File: config.mk
export PLATFORM = sky130hd
export DESIGN_NAME = pll_reset_ctrl_flat
export DESIGN_NICKNAME = d
export VERILOG_FILES = /design/src/rtl/pll_reset_ctrl_if.sv /design/src/rtl/pll_reset_ctrl.sv /design/src/flat_wrapper.sv
export SDC_FILE = /design/constraint.sdc
export NUM_CORES = 1
export LEC_CHECK = 0
export ABC_CLOCK_PERIOD_IN_PS = 5300
export BUFFER_PORTS_ARGS = -buffer_cell sky130_fd_sc_hd__buf_2
export CAP_MARGIN = 20
export CORE_MARGIN = 4
export CORE_UTILIZATION = 40
export DETAILED_ROUTE_END_ITERATION = 16
export SETUP_SLACK_MARGIN = 0.5
export SYNTH_ARGS = -nofsm -noshare
export SYNTH_HDL_FRONTEND = slang
export SYNTH_SLANG_ARGS = --single-unit
File: constraint.sdc
create_clock -name clk -period 5.3 [get_ports clk]
set_clock_uncertainty 0.2 [all_clocks]
set_input_delay 0.53 -clock clk [delete_from_list [all_inputs] [get_ports clk]]
set_output_delay 0.53 -clock clk [all_outputs]
set_load 0.02 [all_outputs]
File: src/rtl/pll_reset_ctrl_if.sv
// Signal bundle between the PLL reset controller and the PLL / downstream reset tree.
// Level signals only, no handshake: each output is a registered level that is valid every cycle.
interface pll_reset_ctrl_if;
  logic       pll_locked;
  logic       pll_rst;
  logic       sys_reset;
  logic       locked_sync;
  logic [3:0] retry_cnt;
  logic [1:0] state;

  modport master (
    input  pll_locked,
    output pll_rst,
    output sys_reset,
    output locked_sync,
    output retry_cnt,
    output state
  );

  modport slave (
    output pll_locked,
    input  pll_rst,
    input  sys_reset,
    input  locked_sync,
    input  retry_cnt,
    input  state
  );
endinterface

File: src/rtl/pll_reset_ctrl.sv
// PLL reset sequencer: pulses the PLL reset, waits for a stable lock, then releases the
// system reset; retries on lock timeout or loss of lock while running.
module pll_reset_ctrl #(
  parameter int RST_CYCLES    = 16,
  parameter int LOCK_TIMEOUT  = 65535,
  parameter int STABLE_CYCLES = 1024
) (
  input logic               clk,
  input logic               reset,
  pll_reset_ctrl_if.master  bus
);

  typedef enum logic [1:0] {
    PLL_RST   = 2'd0,
    WAIT_LOCK = 2'd1,
    STABLE    = 2'd2,
    RUN       = 2'd3
  } state_e;

  localparam int MAX_AB = (RST_CYCLES > LOCK_TIMEOUT) ? RST_CYCLES : LOCK_TIMEOUT;
  localparam int MAX_P  = (MAX_AB > STABLE_CYCLES) ? MAX_AB : STABLE_CYCLES;
  localparam int CW     = (MAX_P > 1) ? $clog2(MAX_P) : 1;

  state_e        state_q;
  logic [CW-1:0] cnt_q;
  logic          sync1_q;
  logic          sync2_q;
  logic          pll_rst_q;
  logic          sys_reset_q;
  logic [3:0]    retry_q;
  logic [3:0]    retry_d;

  assign retry_d = (retry_q == 4'hF) ? retry_q : retry_q + 4'd1;

  always_ff @(posedge clk or posedge reset) begin
    if (reset) begin
      sync1_q <= 1'b0;
      sync2_q <= 1'b0;
    end else begin
      sync1_q <= bus.pll_locked;
      sync2_q <= sync1_q;
    end
  end

  // Lock loss is evaluated before any counter expiry so a lost lock never releases or retries early.
  always_ff @(posedge clk or posedge reset) begin
    if (reset) begin
      state_q     <= PLL_RST;
      cnt_q       <= '0;
      pll_rst_q   <= 1'b1;
      sys_reset_q <= 1'b1;
      retry_q     <= 4'd0;
    end else begin
      case (state_q)
        PLL_RST: begin
          if (cnt_q == CW'(RST_CYCLES - 1)) begin
            state_q   <= WAIT_LOCK;
            cnt_q     <= '0;
            pll_rst_q <= 1'b0;
          end else begin
            cnt_q <= cnt_q + 1'b1;
          end
        end
        WAIT_LOCK: begin
          if (sync2_q) begin
            state_q <= STABLE;
            cnt_q   <= '0;
          end else if (cnt_q == CW'(LOCK_TIMEOUT - 1)) begin
            state_q   <= PLL_RST;
            cnt_q     <= '0;
            pll_rst_q <= 1'b1;
            retry_q   <= retry_d;
          end else begin
            cnt_q <= cnt_q + 1'b1;
          end
        end
        STABLE: begin
          if (!sync2_q) begin
            state_q <= WAIT_LOCK;
            cnt_q   <= '0;
          end else if (cnt_q == CW'(STABLE_CYCLES - 1)) begin
            state_q     <= RUN;
            cnt_q       <= '0;
            sys_reset_q <= 1'b0;
          end else begin
            cnt_q <= cnt_q + 1'b1;
          end
        end
        RUN: begin
          if (!sync2_q) begin
            state_q     <= PLL_RST;
            cnt_q       <= '0;
            pll_rst_q   <= 1'b1;
            sys_reset_q <= 1'b1;
            retry_q     <= retry_d;
          end
        end
        default: begin
          state_q     <= PLL_RST;
          cnt_q       <= '0;
          pll_rst_q   <= 1'b1;
          sys_reset_q <= 1'b1;
        end
      endcase
    end
  end

  assign bus.pll_rst     = pll_rst_q;
  assign bus.sys_reset   = sys_reset_q;
  assign bus.locked_sync = sync2_q;
  assign bus.retry_cnt   = retry_q;
  assign bus.state       = state_q;

endmodule
File: src/flat_wrapper.sv
// flat-port wrapper written by rule: the top's interface ports become plain ports
module pll_reset_ctrl_flat 
#(
  parameter int RST_CYCLES    = 16,
  parameter int LOCK_TIMEOUT  = 65535,
  parameter int STABLE_CYCLES = 1024
)
  (clk, reset, bus_pll_locked, bus_pll_rst, bus_sys_reset, bus_locked_sync, bus_retry_cnt, bus_state);
  pll_reset_ctrl_if bus_i ();
  input logic clk;
  input logic reset;
  input wire logic [$bits(bus_i.pll_locked)-1:0] bus_pll_locked;
  output wire logic [$bits(bus_i.pll_rst)-1:0] bus_pll_rst;
  output wire logic [$bits(bus_i.sys_reset)-1:0] bus_sys_reset;
  output wire logic [$bits(bus_i.locked_sync)-1:0] bus_locked_sync;
  output wire logic [$bits(bus_i.retry_cnt)-1:0] bus_retry_cnt;
  output wire logic [$bits(bus_i.state)-1:0] bus_state;
  assign bus_i.pll_locked = bus_pll_locked;
  assign bus_pll_rst = bus_i.pll_rst;
  assign bus_sys_reset = bus_i.sys_reset;
  assign bus_locked_sync = bus_i.locked_sync;
  assign bus_retry_cnt = bus_i.retry_cnt;
  assign bus_state = bus_i.state;
  pll_reset_ctrl #(.RST_CYCLES(RST_CYCLES), .LOCK_TIMEOUT(LOCK_TIMEOUT), .STABLE_CYCLES(STABLE_CYCLES)) u_core (.clk(clk), .reset(reset), .bus(bus_i));
endmodule
After elaboration in Yosys (flattened, before gate mapping):

Index checks and enable logic that the tools add are counted.
Widths: inputs -> output; s select.

* bits in registers: 26
* input port bits: 3
* output and inout bits: 9
* word-level logic and storage cells: 59

* add/sub/neg operators: 2
* equality and inequality tests: 15
* mux-type cells: 27
* reduce and logical (&&, ||, !) cells: 8

Operators by type and width (count)
* $mux 16: 6
* $pmux 16 s4: 1
* $add 16x1->16 const B: 1
* $eq 16x10->1 const B: 1
* $eq 16x16->1 const B: 1
* $eq 16x4->1 const B: 1
* $mux 4: 4
* $mux 2: 6
* $reduce_and 4->1: 3
* $ne 2x1->1 const B: 4
* $pmux 2 s4: 1
* $pmux 4 s2: 1
* $mux 1: 6
* $reduce_and 5->1: 1
* $add 4x1->4 const B: 1
* $eq 2x2->1 const B: 2
* $eq 4x4->1 const B: 1
* $ne 2x2->1 const B: 2
* $reduce_bool 2->1: 2
* $ne 3x1->1 const B: 1
* $ne 3x3->1 const B: 1
* $pmux 1 s3: 1
* $reduce_bool 3->1: 1
* $eq 2x1->1 const B: 1
* 2 further kinds: 2

Logic depth before layout (Yosys ltp):

Gate-level depths: netlist of run 1.

* depth in word-level cells: 5
* mapped depth: 8
* gate-level depth less buffers: 7

Worst setup path after synthesis of run 1:

No wires, ideal clock.

* kind: register -> register
* start: reg u_core.cnt_q[0]
* end: reg u_core.retry_q[1] (netlist: u_core.bus.retry_cnt[1])
* setup time: 0.125 ns
* arrival: 1.811 ns
* data required time: 4.975 ns
* path slack: 3.164 ns
* cell stages (with the launch flop): 8
* buffers on the path: 0
* period minus slack after synthesis: 2.136 ns
* cells stage by stage: dfrtp_1 inv_1 ha_1 nand4_1 o41ai_2 nand3_1 a31oi_1 mux2_2

* cells in the longest elaborated chain, start to end: 3

RTL lines
* start: declaration: line pll_reset_ctrl.sv:25 `logic [CW-1:0] cnt_q;`
* start signal: assignment: line pll_reset_ctrl.sv:61 `cnt_q <= cnt_q + 1'b1;`
* start signal: assignment: line pll_reset_ctrl.sv:74 `cnt_q <= cnt_q + 1'b1;`
* start signal: assignment: line pll_reset_ctrl.sv:86 `cnt_q <= cnt_q + 1'b1;`
* $eq 16x16->1: line pll_reset_ctrl.sv:68 `end else if (cnt_q == CW'(LOCK_TIMEOUT - 1)) begin`
* $ne 2x1->1 (no line)
* $reduce_and 4->1 (no line)
* end signal: assignment: line pll_reset_ctrl.sv:72 `retry_q <= retry_d;`
* end signal: assignment: line pll_reset_ctrl.sv:95 `retry_q <= retry_d;`
* end: declaration: line pll_reset_ctrl.sv:30 `logic [3:0] retry_q;`

No other way between the ends.
A chain may end at the register's enable or synchronous reset.

Final worst setup path of run 1:

* start: reg u_core.cnt_q[0]
* end: reg u_core.cnt_q[4]

* cells in the longest elaborated chain, start to end: 4
* elaborated cells between the ends (all ways): 10
* those cells by class: add/sub: 1; eq/ne: 3; mux: 6

RTL lines
* $add 16x1->16, or another cell as far along: line pll_reset_ctrl.sv:61, pll_reset_ctrl.sv:74, pll_reset_ctrl.sv:86
* $mux 16, on equally long branches: line pll_reset_ctrl.sv:81, pll_reset_ctrl.sv:68
* $mux 16, on equally long branches: line pll_reset_ctrl.sv:78, pll_reset_ctrl.sv:65
* $pmux 16 s4 *: line pll_reset_ctrl.sv:54 `case (state_q)`

Mark *: on every way between the ends. The rest lies on a longest branch, timed or not.

==> results of run 1 <==
-- final timing paths --
path | startpoint | to | slack (ns) | cells after the start
worst min register to register | u_core.sync1_q | u_core.bus.locked_sync | 0.18 | 0
max in group asynchronous | reset | u_core.bus.sys_reset | 4.01 | 4
worst min-delay path | bus_pll_locked | u_core.sync1_q | 0.11 | 1
worst max register to register | u_core.cnt_q[0] | u_core.cnt_q[4] | 2.73 | 7
worst max-delay path | u_core.cnt_q[0] | u_core.cnt_q[4] | 2.73 | 7
min in group asynchronous | reset | u_core.cnt_q[8] | 0.45 | 3
-- Yosys cell counts (2+ instances only) --
master    n
xnor2_1   7
inv_1     5
nand4_1   9
o21ai_0   5
nor2_1   20
xor2_1    6
nor3_1    4
a21oi_1   6
and3_1    4
dfstp_2   2
and4_1    2
nor2b_1   2
nor3b_1   2
nand3_1   8
ha_1      3
dfrtp_1  24
a31oi_1   2
mux2_2    2
nand2_1   9
-- worst max-delay path, stage by stage, from the launching register on --
cell and delay [ns]:
dfrtp_1 0.47, inv_1 0.09, ha_1 0.15, nand4_1 0.12
o41ai_2 0.41, nor2_1 0.16, nor4_4 0.70, nor3_1 0.14
-- repair_timing --
action                                  4_1_cts  5_1_grt
hold buffers                                  0        1
hold endpoints to repair                      0        2
endpoints found under the setup margin        0        0
-- per-layer routing --
metal  part of all wire  vias up  wire length (um)
li1                   -      509                 -
met1               0.48      514              1261
met2               0.48       16              1250
met3              0.034        4                90
met4             0.0099        0                26
met5                  0        -                 0
-- flip-flops by register name, indices dropped and copies added, names as in the netlist --
name                    flops
u_core.sync1_q              1
u_core.cnt_q               16
u_core.bus.locked_sync      1
u_core.bus.retry_cnt        4
u_core.bus.pll_rst          1
u_core.bus.sys_reset        1
u_core.bus.state            2
-- power groups by stage --
stage,clock (mW),sequential [mW],combinational (mW)
4_1_cts,0.141,0.282,0.192
3_3_place_gp,0,0.283,0.187
5_1_grt,0.150,0.290,0.218
3_5_place_dp,0,0.286,0.192
6_report,0.135,0.282,0.192
2_1_floorplan,0,0.309,0.117
-- stage by stage --
step	power (mW)	instance area [um2]	hold slack, ns
3_5_place_dp	0.4775	1423	0.1517
3_3_place_gp	0.4707	1423	0.1333
5_1_grt	0.6573	1513	0.07626
4_1_cts	0.6146	1475	0.09110
2_1_floorplan	0.4255	1328	0.1312
6_report	0.6092	1513	0.1091
-- cells by family (layout without fill, tap and decap cells) --
| kind of cell | after synthesis | count (layout) |
|---|---|---|
| adders and majority gates | 3 | 3 |
| AOI/OAI and AO/OA | 15 | 15 |
| muxes | 2 | 2 |
| xor gates and xnor gates | 13 | 13 |
| buffers and inverters | 7 | 22 |
| DFF | 26 | 26 |
| and+or+nand+nor | 68 | 68 |
-- area by class of cell --
type                            count  share of cell area
Tap cell                           44             0.03639
Multi-Input combinational cell    101              0.4235
Clock inverter                      1             0.01985
Inverter                            5             0.01241
Timing Repair Buffer               13             0.06121
Sequential cell                    26              0.4318
Clock buffer                        3             0.01489
==> reports/qor.txt, run 1 <==
Status: completed
First-pass GRT wire length: 4685 um
Actual slew at the worst max-slew pin: 0.7463 ns
Drt pass-1 iters: 4
Vias in the first global route: 1085
Max VDD drop: 205.7 uV
Comb pwr share: 0.315
Post-Place Setup Slack: 2.728 ns
Post-Place Cells: 187
Final Worst Setup Slack: 2.734 ns
All-Layer GR Usage: 0.1374
DR vias/cell: 5.404
Most frequent cells in the layout: 24 x dfrtp_1, 20 x nor2_1, 11 x buf_2, 9 x nand2_1, 9 x nand4_1
Net Sw Power: 0.2259 mW
ANT nets after route: 0
Synthesized Nets: 140
Footprint of the multi-input gates: 640.6 um2
EDFF count, synth: 0
Hold crit path type: input port to flop
Reg power frac: 0.463
WP data arrival: 2.56 ns
Starting Density: 0.4278
Cells resized by post-CTS repair: 0
Final hold viol count: 0
Most common cell after layout, fill and taps aside: dfrtp_1
Sw Share: 0.3708
Busiest grt layer: met2
Mapped Area: 0.001328 mm2
Reg clk slew, reported paths: 0.15 ns
Register area share after synthesis: 0.4920
Post-CTS setup buffers: 0
Die ar.: 0.004305 mm2
Final min period: 2.566 ns
Routability Congestion: 0.8767
First DRT Iteration DRCs: 44
Number of fill cells: 301
#FFs+latches synth: 26
Pwr Density: 402.7 mW/mm2
Chip Width: 65.61 um
DIE HEIGHT: 65.61 um
CTS tree: yes
Final Util: 0.4875
Total wire length: 2629 um
Synth area leaders: dfrtp_1 45%, nor2_1 5.7%, xnor2_1 4.6%
Setup_tns: 0 ns
Grt total ovfl: 0
Slew Viols, Final: 0
Non-filler cells, final: 193
Routed WL per cell: 13.62 um
Simple-Gate Fraction of Synth Area: 0.2818
Worst-Skew Late Latency: 0.32 ns
I/O pin total: 12
Period utilisation layout: 0.4841
Post-synthesis mux area share: 0.01697
RSZ-0062 raised after global routing: no
Count of cell types in the netlist: 31
CTS Buf Count: 3
Area leader, netlist: dfrtp_1
Root Buffer: clkbuf_4
Pleak: 0.6671 nW
CTS sink count: 26
Synth Area in Adders: 0.02828
Largest net degree at the start of global routing: 27
Diode count: 0
Ratio of cells with drive above 1 in the final layout: 0.1611
Avg Cell Area, Syn: 9.907 um2
FP Rows: 20
Storage cell area: 653.1 um2
Mapped Cells: 134
Final Net Count: 156
P_int: 0.3833 mW
Synth Area in Compound Gates: 0.06975
Max-slew headroom: 0.4987
H-Tree Level Count: 1
Number of setup violations in the final report: 0
Async S/R FF share, synth: 1.000
Post-synthesis xor/xnor area fraction: 0.08577
Vias: 1043
Dpl hpwl: 1946 um
Initial antenna violation count: 0
Drc violations: 0
Clk pwr share: 0.222
CP Launch Type: flop
Port bufs: 11
Critical path start-end classification: flop to flop
GRT met3 Usage: 0.04274
Max-cap violations: 0
Yosys Warn Count: 0
Synth top area share: 0.4524
Ys flop type: dfrtp_1
Total core area: 0.003103 mm2
Met2 Use GR: 0.2288
Met1 usage: 0.1710
CP Capture Type: flop
Clock Path Buffers: 2
Layout area overhead: 13.95%
Crit Path Max Fanout: 14
Worst EP required: 5.30 ns
Largest family of logic cells by synthesized area: simple AND/OR/NAND/NOR gates
Fmax: 389.7 MHz
Note: power is estimated with default switching activity, not from simulation.
==> inputs of run 2 (changes only) <==
--- a/config.mk
+++ b/config.mk
@@ -5,7 +5,7 @@
 export SDC_FILE = /design/constraint.sdc
 export NUM_CORES = 1
 export LEC_CHECK = 0
-export ABC_CLOCK_PERIOD_IN_PS = 5300
+export ABC_CLOCK_PERIOD_IN_PS = 2300
 export BUFFER_PORTS_ARGS = -buffer_cell sky130_fd_sc_hd__buf_2
 export CAP_MARGIN = 20
 export CORE_MARGIN = 4
==> constraint.sdc (replaced) <==
create_clock -name clk -period 2.3 [get_ports clk]
set_clock_uncertainty 0.2 [all_clocks]
set_input_delay 0.23 -clock clk [delete_from_list [all_inputs] [get_ports clk]]
set_output_delay 0.23 -clock clk [all_outputs]
set_load 0.02 [all_outputs]
==> run 2 against run 1 <==
  * Sequential share of layout area fell by 5.0 points
  * Worst setup slack got worse by 2.6 ns
  * Non-clock buffer count rose by 19
  * Design area rose by 13%
  * Count of clock-buffer cells in the layout did not move
  * Register-to-register slack got worse by 2.6 ns
  * Routed wire length rose by 13%
  * Final cell count rose by 9.8%
  * Die area did not move
  * Combinational power rose to 3.3 times the previous value
  * Total power rose to 2.6 times the previous value
==> reports/qor.txt, run 2 (synthesized netlist as in run 1, its figures left out) <==
Diode count: 0 (unchanged)
CTS sink count: 26 (unchanged)
Grt total ovfl: 0 (unchanged)
DR vias/cell: 5.340 (-1.2%)
Total wire length: 2971 um (+13%)
I/O pin total: 12 (unchanged)
Most common cell after layout, fill and taps aside: dfrtp_1
Dpl hpwl: 2093 um (+7.6%)
Chip Width: 65.61 um (unchanged)
Port bufs: 11 (unchanged)
ANT nets after route: 0 (unchanged)
Final min period: 2.163 ns (-0.4033 ns)
Drc violations: 0 (unchanged)
Critical path start-end classification: flop to flop
Setup_tns: 0 ns (unchanged)
Number of fill cells: 293 (-2.7%)
CTS Buf Count: 3 (unchanged)
Die ar.: 0.004305 mm2 (unchanged)
Max VDD drop: 570.6 uV (+180%)
FP Rows: 20 (unchanged)
Pleak: 0.7656 nW (+15%)
Biggest register: u_core.cnt_q
Final Worst Setup Slack: 0.1374 ns (-2.597 ns)
Reg clk slew, reported paths: 0.15 ns (about the same)
Pwr Density: 935.9 mW/mm2 (+130%)
Final hold viol count: 0 (unchanged)
Actual slew at the worst max-slew pin: 0.5137 ns (-0.2326 ns)
Number of setup violations in the final report: 0 (unchanged)
Final Net Count: 175 (+12%)
Max-cap violations: 0 (unchanged)
WP data arrival: 2.18 ns (-0.38 ns)
Total core area: 0.003103 mm2 (unchanged)
First-pass GRT wire length: 5009 um (+6.9%)
Max-slew headroom: 0.6571 (+0.1584)
CP Capture Type: flop
Largest net degree at the start of global routing: 16 (-41%)
Vias in the first global route: 1079 (-0.55%)
DIE HEIGHT: 65.61 um (unchanged)
Pwr Total: 1.603 mW (+160%)
Final Util: 0.5520 (+0.06452)
CTS tree: yes
Fmax: 462.4 MHz (+19%)
Period utilisation layout: 0.9403 (+0.4561)
Post-Place Setup Slack: 0.1260 ns (-2.602 ns)
Routed WL per cell: 14.01 um (+2.9%)
Storage cell area: 654.4 um2 (+0.19%)
Worst-Skew Late Latency: 0.33 ns (about the same)
Clock Path Buffers: 2 (unchanged)
Starting Density: 0.4278 (unchanged)
Vias: 1132 (+8.5%)
CP Launch Type: flop
Hold crit path type: flop to flop
Drt pass-1 iters: 4 (unchanged)
Worst EP required: 2.32 ns (-2.98 ns)
Status: completed
Footprint of the multi-input gates: 710.7 um2 (+11%)
Most frequent cells in the layout: 23 x dfrtp_1, 20 x nor2_1, 18 x buf_4, 11 x buf_2
Layout area overhead: 29.03%
Max reg flops: 16 (unchanged)
Crit Path Max Fanout: 3 (-11)
Routability Congestion: 0.8799 (+0.37%)
First DRT Iteration DRCs: 47 (+6.8%)
All-Layer GR Usage: 0.1518 (+0.01434)
Slew Viols, Final: 0 (unchanged)
Root Buffer: clkbuf_4
H-Tree Level Count: 1 (unchanged)
Ratio of cells with drive above 1 in the final layout: 0.3095 (+0.1484)
Initial antenna violation count: 0 (unchanged)
RSZ-0062 raised after global routing: yes
[run 2: repair_timing]
| item | CTS | global route |
|---|---|---|
| hold endpoints to repair | 11 | 0 |
| endpoints found under the setup margin | 22 | 23 |
| pin swaps | 3 | 2 |
| hold buffers | 2 | 0 |
| setup buffers | 8 | 3 |
| resized for setup | 5 | 8 |
[run 2: final timing paths]
path / startpoint / end / slack (ns) / cells after the start
min: u_core.sync1_q / u_core.bus.locked_sync / 0.18 / 0
min reg2reg: u_core.sync1_q / u_core.bus.locked_sync / 0.18 / 0
min in group asynchronous: reset / u_core.cnt_q[1] / 0.26 / 3
max: u_core.cnt_q[1] / u_core.bus.retry_cnt[1] / 0.14 / 7
max reg2reg: u_core.cnt_q[1] / u_core.bus.retry_cnt[1] / 0.14 / 7
max in group asynchronous: reset / u_core.cnt_q[5] / 1.05 / 4
[run 2: power breakdown]
group / switching, mW / internal (mW)
combinational: 0.355 / 0.285
clock: 0.138 / 0.176
sequential: 0.100 / 0.549
total: 0.593 / 1.01
[run 2: final cells by class]
cell class	instances	area share
multi-input combinational	101	0.4149
sequential	26	0.3820
timing repair buffer	32	0.1293
tap	44	0.03214
clock inverter	1	0.01753
clock buffer	3	0.01315
inverter	5	0.01096
[run 2: through the flow]
stage	std cells	area, um2	hold slack, ns
6_report	212	1713	0.1755
5_1_grt	212	1713	0.1953
4_1_cts	209	1650	0.1777
3_5_place_dp	195	1503	0.08713
3_3_place_gp	195	1503	0.07636
2_1_floorplan	134	1349	0.06143
[run 2: worst max-delay path, stage by stage (launching register included)]
cell and delay, ns:
dfrtp_1 0.41, buf_4 0.12, ha_1 0.14, nand4_1 0.12, o41ai_2 0.33, nand3_1 0.18, a31oi_2 0.23, mux2_4 0.32
[run 2: layer usage]
metal | vias up | share of wire | track usage
met1 | 560 | 0.46 | 0.1963
met2 | 20 | 0.50 | 0.2604
met4 | 0 | 0.012 | 0.04922
met3 | 5 | 0.024 | 0.02051
li1 | 547 | - | -
met5 | - | 0 | 0
